## src/rtl/vga_sync_gen_if.sv

```systemverilog
// VGA timing bundle: pixel enable, raster counters and sync/blank decodes.
// frame_start is present only when VGA_SYNC_FRAME_PULSE_EN is defined.
interface vga_sync_gen_if;
  logic       pix_tick;
  logic [9:0] pixel_x;
  logic [9:0] pixel_y;
  logic       hsync;
  logic       vsync;
  logic       video_on;
`ifdef VGA_SYNC_FRAME_PULSE_EN
  logic       frame_start;
`endif

  modport master (
    output pix_tick, pixel_x, pixel_y, hsync, vsync, video_on
`ifdef VGA_SYNC_FRAME_PULSE_EN
    , output frame_start
`endif
  );

  modport slave (
    input pix_tick, pixel_x, pixel_y, hsync, vsync, video_on
`ifdef VGA_SYNC_FRAME_PULSE_EN
    , input frame_start
`endif
  );
endinterface

```

## src/rtl/vga_sync_gen.sv

```systemverilog
// VGA sync generator: divide-by-4 pixel enable, horizontal/vertical raster
// counters and combinational sync/visible decodes, all on clk.
// Optional registered frame_start pulse: define VGA_SYNC_FRAME_PULSE_EN.
module vga_sync_gen #(
  parameter int H_ACTIVE = 640,
  parameter int H_FP     = 16,
  parameter int H_SYNC   = 96,
  parameter int H_BP     = 48,
  parameter int V_ACTIVE = 480,
  parameter int V_FP     = 10,
  parameter int V_SYNC   = 2,
  parameter int V_BP     = 33
) (
  input  logic            clk,
  input  logic            reset,
  vga_sync_gen_if.master  vga
);

  localparam int H_TOTAL = H_ACTIVE + H_FP + H_SYNC + H_BP;
  localparam int V_TOTAL = V_ACTIVE + V_FP + V_SYNC + V_BP;

  localparam logic [9:0] H_MAX    = 10'(H_TOTAL - 1);
  localparam logic [9:0] V_MAX    = 10'(V_TOTAL - 1);
  localparam logic [9:0] H_VIS    = 10'(H_ACTIVE);
  localparam logic [9:0] V_VIS    = 10'(V_ACTIVE);
  localparam logic [9:0] HS_START = 10'(H_ACTIVE + H_FP);
  localparam logic [9:0] HS_END   = 10'(H_ACTIVE + H_FP + H_SYNC);
  localparam logic [9:0] VS_START = 10'(V_ACTIVE + V_FP);
  localparam logic [9:0] VS_END   = 10'(V_ACTIVE + V_FP + V_SYNC);

  logic [1:0] div_q, div_d;
  logic [9:0] x_q, x_d;
  logic [9:0] y_q, y_d;
  logic       tick;

  // pix_tick is a clock enable only; nothing is clocked by it
  assign tick = (div_q == 2'd3);

  // Next-state for divider and raster counters; counters move only on tick
  always_comb begin
    div_d = div_q + 2'd1;
    x_d   = x_q;
    y_d   = y_q;
    if (tick) begin
      if (x_q < H_MAX) begin
        x_d = x_q + 10'd1;
      end else begin
        x_d = '0;
        if (y_q == V_MAX) y_d = '0;
        else              y_d = y_q + 10'd1;
      end
    end
  end

  // State registers; reset overrides any pending tick
  always_ff @(posedge clk) begin
    if (reset) begin
      div_q <= '0;
      x_q   <= '0;
      y_q   <= '0;
    end else begin
      div_q <= div_d;
      x_q   <= x_d;
      y_q   <= y_d;
    end
  end

`ifdef VGA_SYNC_FRAME_PULSE_EN
  logic fs_q, fs_d;

  // Pulse is launched on the edge that wraps the raster to (0,0)
  always_comb begin
    fs_d = tick && (x_q == H_MAX) && (y_q == V_MAX);
  end

  // frame_start register
  always_ff @(posedge clk) begin
    if (reset) fs_q <= 1'b0;
    else       fs_q <= fs_d;
  end

  assign vga.frame_start = fs_q;
`endif

  assign vga.pix_tick = tick;
  assign vga.pixel_x  = x_q;
  assign vga.pixel_y  = y_q;
  assign vga.hsync    = !((x_q >= HS_START) && (x_q < HS_END));
  assign vga.vsync    = !((y_q >= VS_START) && (y_q < VS_END));
  assign vga.video_on = (x_q < H_VIS) && (y_q < V_VIS);

endmodule

```

## src/flat_wrapper.sv

```systemverilog
// flat-port wrapper written by rule: the top's interface ports become plain ports
module vga_sync_gen_flat 
#(
  parameter int H_ACTIVE = 640,
  parameter int H_FP     = 16,
  parameter int H_SYNC   = 96,
  parameter int H_BP     = 48,
  parameter int V_ACTIVE = 480,
  parameter int V_FP     = 10,
  parameter int V_SYNC   = 2,
  parameter int V_BP     = 33
)
  (clk, reset, vga_pix_tick, vga_pixel_x, vga_pixel_y, vga_hsync, vga_vsync, vga_video_on);
  vga_sync_gen_if vga_i ();
  input  logic clk;
  input  logic reset;
  output wire logic [$bits(vga_i.pix_tick)-1:0] vga_pix_tick;
  output wire logic [$bits(vga_i.pixel_x)-1:0] vga_pixel_x;
  output wire logic [$bits(vga_i.pixel_y)-1:0] vga_pixel_y;
  output wire logic [$bits(vga_i.hsync)-1:0] vga_hsync;
  output wire logic [$bits(vga_i.vsync)-1:0] vga_vsync;
  output wire logic [$bits(vga_i.video_on)-1:0] vga_video_on;
  assign vga_pix_tick = vga_i.pix_tick;
  assign vga_pixel_x = vga_i.pixel_x;
  assign vga_pixel_y = vga_i.pixel_y;
  assign vga_hsync = vga_i.hsync;
  assign vga_vsync = vga_i.vsync;
  assign vga_video_on = vga_i.video_on;
  vga_sync_gen #(.H_ACTIVE(H_ACTIVE), .H_FP(H_FP), .H_SYNC(H_SYNC), .H_BP(H_BP), .V_ACTIVE(V_ACTIVE), .V_FP(V_FP), .V_SYNC(V_SYNC), .V_BP(V_BP)) u_core (.clk(clk), .reset(reset), .vga(vga_i));
endmodule
```

## config.mk

```make
export PLATFORM = sky130hd
export DESIGN_NAME = vga_sync_gen_flat
export DESIGN_NICKNAME = d
export VERILOG_FILES = /design/src/rtl/vga_sync_gen_if.sv /design/src/rtl/vga_sync_gen.sv /design/src/flat_wrapper.sv
export SDC_FILE = /design/constraint.sdc
export NUM_CORES = 1
export LEC_CHECK = 0
export BUFFER_PORTS_ARGS = -buffer_cell sky130_fd_sc_hd__buf_2
export CELL_PAD_IN_SITES_DETAIL_PLACEMENT = 1
export CELL_PAD_IN_SITES_GLOBAL_PLACEMENT = 1
export CORE_ASPECT_RATIO = 1.75
export CORE_MARGIN = 1.5
export CORE_UTILIZATION = 25
export DETAILED_ROUTE_END_ITERATION = 12
export GPL_ROUTABILITY_DRIVEN = 0
export HOLD_SLACK_MARGIN = 0.1
export MAX_ROUTING_LAYER = met4
export PLACE_DENSITY = 0.64
export SYNTH_ARGS = -nofsm -noshare
export SYNTH_HDL_FRONTEND = slang
export SYNTH_SLANG_ARGS = --single-unit
```

## constraint.sdc

```tcl
create_clock -name clk -period 3.4 [get_ports clk]
set_clock_uncertainty 0.15 [all_clocks]
set_input_delay 0.17 -clock clk [delete_from_list [all_inputs] [get_ports clk]]
set_output_delay 0.17 -clock clk [all_outputs]
set_load 0.01 [all_outputs]
```

======== Word-level counts from Yosys, hierarchy flattened ========
Cells that the tools add are included.
storage, ports and cells
  flip-flop bits (word level) ............. 22
  output and inout port bits .............. 24
  logic and storage cells ................. 24
operators by class
  $add $sub $neg .......................... 3
  order comparisons ....................... 7
  eq/ne operators ......................... 2
  mux-type cells .......................... 2
  bitwise operators ....................... 1
  reductions and logical operators ........ 6
operators by type and width
  kind                                                                number
  < comparator 10 bit, second input constant                          3
  adder 10 x 1 -> 10 bit, second input constant                       2
  < comparator 10 x 9 -> 1 bit, second input constant                 2
  two-way mux 10 bit                                                  2
  equality test 10 bit, second input constant                         1
  greater-or-equal comparator 10 bit, second input constant           1
  greater-or-equal comparator 10 x 9 -> 1 bit, second input constant  1
  logical AND 1 bit                                                   3
  adder 2 x 1 -> 2 bit, second input constant                         1
  equality test 2 bit, second input constant                          1
  logical NOT 1 bit                                                   2
  AND reduction 2 bit                                                 1
  inverter 1 bit                                                      1

======== Longest topological paths before layout ========
  depth after elaboration ................. 3
  depth in mapped cells ................... 7
  mapped depth without buffers ............ 6

======== Worst setup path after synthesis ========
Ideal clock, no wire load.
  path type ............................... reg2reg
  from .................................... register u_core.x_q[0], in the netlist u_core.vga.pixel_x[0]
  to ...................................... register u_core.y_q[2], in the netlist u_core.vga.pixel_y[2]
  library setup time ...................... 0.133 ns
  data arrival time ....................... 1.609 ns
  slack ................................... 1.508 ns
  stages on the path, launching flop included .. 7
  path buffers ............................ 1
  period minus slack after synthesis ...... 1.892 ns
  cells stage by stage .................... dfxtp_1 > ha_1 > and4_1 > o41ai_4 > nand2b_1 > buf_4 > o221ai_1
on the way
  cells in the longest elaborated chain, start to end .. 3
RTL lines
  what                                  line                text
  start, declared                       vga_sync_gen.sv:32  logic [9:0] x_q, x_d;
  start signal, assigned                vga_sync_gen.sv:59  x_q <= '0;
  start signal, assigned                vga_sync_gen.sv:63  x_q <= x_d;
  < comparator 10 bit                   vga_sync_gen.sv:45  if (x_q < H_MAX) begin
  inverter 1 bit (no source line)       -
  AND reduction 2 bit (no source line)  -
  end signal, assigned                  vga_sync_gen.sv:64  y_q <= y_d;
  end, declared                         vga_sync_gen.sv:33  logic [9:0] y_q, y_d;
Every way passes these cells.
A chain may end at the register's enable or synchronous reset.

======== Final worst setup path ========
Same ends and word-level chain as after synthesis.

==> flow_metrics.py <==
metrics = {
    "worst_setup_path": {
        "required_ns": 3.36,
        "r2r_setup_slack_ns": 1.13,
        "r2r-start": "u_core.vga.pixel_x[0]$_SDFFE_PP0P_",
        "rr_endpoint": "u_core.vga.pixel_y[2]$_SDFFE_PP0P_",
        "worstPathMaxFanout": 9,
        "reg2reg_depth": 5,
        "start_kind": "flop",
        "critPathArrivalTime_ns": 2.23,
        "critPathCaptureType": "flop",
        "path_class": "reg -> reg",
    },
    "synth": {
        "synthTopCellsByCount": "dfxtp_1, nor2_1, nand2_1, inv_1",
        "ys_types": 36,
        "netlist_area_mm2": 0.00117,
        "yosysTopAreaCell": "dfxtp_1",
        "synthTopCellsByArea": "dfxtp_1, ha_1, nor2_1",
        "ys_ff_latch": 22,
        "ys_warn_count": 0,
        "syn_inst": 127,
        "ys.flop_type": "dfxtp_1",
        "syn_nets": 134,
        "synth.avg_cell_area_um2": 9.22,
        "async_reset_ff_share_pct": 0,
        "synth_seq_area_share_pct": 37.6,
        "synth_top_area_share_pct": 37.6,
        "yosysMostFrequentCell": "dfxtp_1",
        "synth_edf_count": 0,
    },
    "detailed_routing": {
        "drc_errors": 0,
        "routed_wl_mm": 3.08,
        "drtIter0Drc": 17,
        "vias": 1066,
        "wl_met1_mm": 1.27,
        "wire_per_inst_um": 15.2,
        "wl_met3_um": 153,
        "wl_met2_mm": 1.65,
        "ant_nets": 0,
        "vias_per_cell": 5.25,
        "dr.pass1.iters": 4,
        "maxUsedRoutingLayer": "met4",
    },
    "sta": {
        "drv_slew": 0,
        "fmax_mhz": 441,
        "setup_viol": 0,
        "worst_pin_slew_ns": 0.500,
        "fin_setup_tns_ns": 0,
        "setup_ws_ns": 1.13,
        "period_share_pct": 66.7,
        "fin_crit_ns": 2.27,
        "hold_violations": 0,
        "slew-limit-headroom_pct": 66.5,
        "grt_setup_unrepaired": "false",
    },
    "clock_network": {
        "cts.reportedPaths.clkPinSlew_ns": 0.08,
        "cts.sinks": 22,
        "clk_path_buf_depth": 2,
        "numCtsBuffers": 3,
        "cts_max_level": 1,
        "cts_tree": "done",
        "insertion_delay_ns": 0.26,
        "root_buffer": "clkbuf_8",
    },
    "global_routing": {
        "grt_overflow_total": 0,
        "grt_pass1_wl_mm": 5.24,
        "grt_pass1_vias": 1078,
        "grt_usage_pct": 13.8,
        "grt_max_degree": 15,
        "antenna_found_initial": 0,
    },
    "layout": {
        "fin_cells": 203,
        "syn_to_final_growth_pct": 17.5,
        "fin_area_mm2": 0.00138,
        "drive_gt1_share_pct": 23.7,
        "antenna_cells": 0,
        "final_nets": 161,
    },
    "worst_hold_path": {
        "hold_end": "u_core.div_q[0]$_SDFF_PP0_",
        "hold-path-cell-count": 1,
        "hold_class": "reg -> reg",
        "min_from": "u_core.div_q[0]$_SDFF_PP0_",
    },
    "run_status": {
        "status": "finished, final reports clean",
    },
    "die": {
        "row_count": 32,
        "initial_utilization_pct": 26.4,
        "io_pins": 26,
        "die_w_um": 54.7,
        "die-area_mm2": 0.00512,
        "die_h_um": 93.5,
        "coreArea_mm2": 0.00444,
    },
    "place": {
        "place_inst": 199,
        "place_hpwl_mm": 2.31,
        "numPortBuffers": 25,
        "place_area_mm2": 0.00133,
        "post-place-ws_ns": 1.15,
    },
    "flow_run": {
        "drv_cap": 0,
    },
    "power": {
        "power.leakage_nw": 0.587,
        "finalPower_mw": 0.512,
        "power_density_mw_per_mm2": 372,
        "peakVddDrop_mv": 0.192,
    },
}
==> state kept, by name, indices dropped and copies added, names as in the netlist <==
name and count:
u_core.vga.pixel_y 10, u_core.div_q 2, u_core.vga.pixel_x 10
==> worst max-delay path, stage by stage, from the launching register on <==
cell	delay [ns]
dfxtp_1	0.36
ha_1	0.27
and4_1	0.26
o41ai_4	0.43
nand2b_1	0.43
o221ai_1	0.22
==> stage by stage <==
stage | util (%) | hold slack (ns)
2_1_floorplan | - | 0.0916
3_3_place_gp | 29.8 | 0.250
3_5_place_dp | 29.8 | 0.259
4_1_cts | 31.0 | 0.273
5_1_grt | 31.0 | 0.299
6_report | 31.0 | 0.275
==> cells by family after synthesis <==
family	count (synthesis)	synth area share, %
muxes	2	2.78
AOI/OAI and AO/OA	20	16.0
buffers and inverters	12	5.56
xor gates and xnor gates	8	5.98
adders and majority gates	5	5.34
and+or+nand+nor	58	26.7
DFF	22	37.6
==> timing repair <==
action,in CTS,in global routing
setup buffers,0,0
gates resized for setup,0,0
hold buffers,1,0
endpoints found under the hold margin,2,0
==> metal layers <==
metal,vias to the layer above,global-route usage [%]
li1,505,-
met1,527,16.1
met2,32,24.3
met3,2,1.92
met4,0,2.50
met5,-,-
==> power by group <==
group	switching, mW	leakage (nW)	internal (mW)
logic	0.0366	0.387	0.0265
registers	0.0180	0.179	0.270
clock network	0.0813	0.0216	0.0790
total	0.136	0.587	0.376
==> worst max path at each step <==
stage	slack (ns)	end	cells after the start	from
final	1.13	u_core.vga.pixel_y[2]$_SDFFE_PP0P_	5	u_core.vga.pixel_x[0]$_SDFFE_PP0P_
after global routing	1.01	u_core.vga.pixel_y[2]$_SDFFE_PP0P_	5	u_core.vga.pixel_x[0]$_SDFFE_PP0P_
after CTS	1.14	u_core.vga.pixel_y[2]$_SDFFE_PP0P_	5	u_core.vga.pixel_x[0]$_SDFFE_PP0P_
after detailed placement	1.15	u_core.vga.pixel_y[2]$_SDFFE_PP0P_	5	u_core.vga.pixel_x[0]$_SDFFE_PP0P_
after floorplan	1.51	u_core.vga.pixel_y[2]$_SDFFE_PP0P_	6	u_core.vga.pixel_x[0]$_SDFFE_PP0P_
after global placement	1.28	u_core.vga.pixel_y[2]$_SDFFE_PP0P_	5	u_core.vga.pixel_x[0]$_SDFFE_PP0P_
==> cell usage in the layout, fill, tap and decap left out, drive strengths merged, types with 7 or more instances in the layout <==
master,n
nand2,10
and3,7
inv,8
buf,25
dfxtp,22
nor2,15
==> area by class of cell <==
cell class              count  area [um2]
fillers                   538        3070
multi-input cells          93         666
flip-flops and latches     22         440
repair buffers             26         135
well taps                  51        63.8
clock buffers               3        41.3
inverters                   8        30.0
Note: power is estimated with default switching activity, not from simulation.
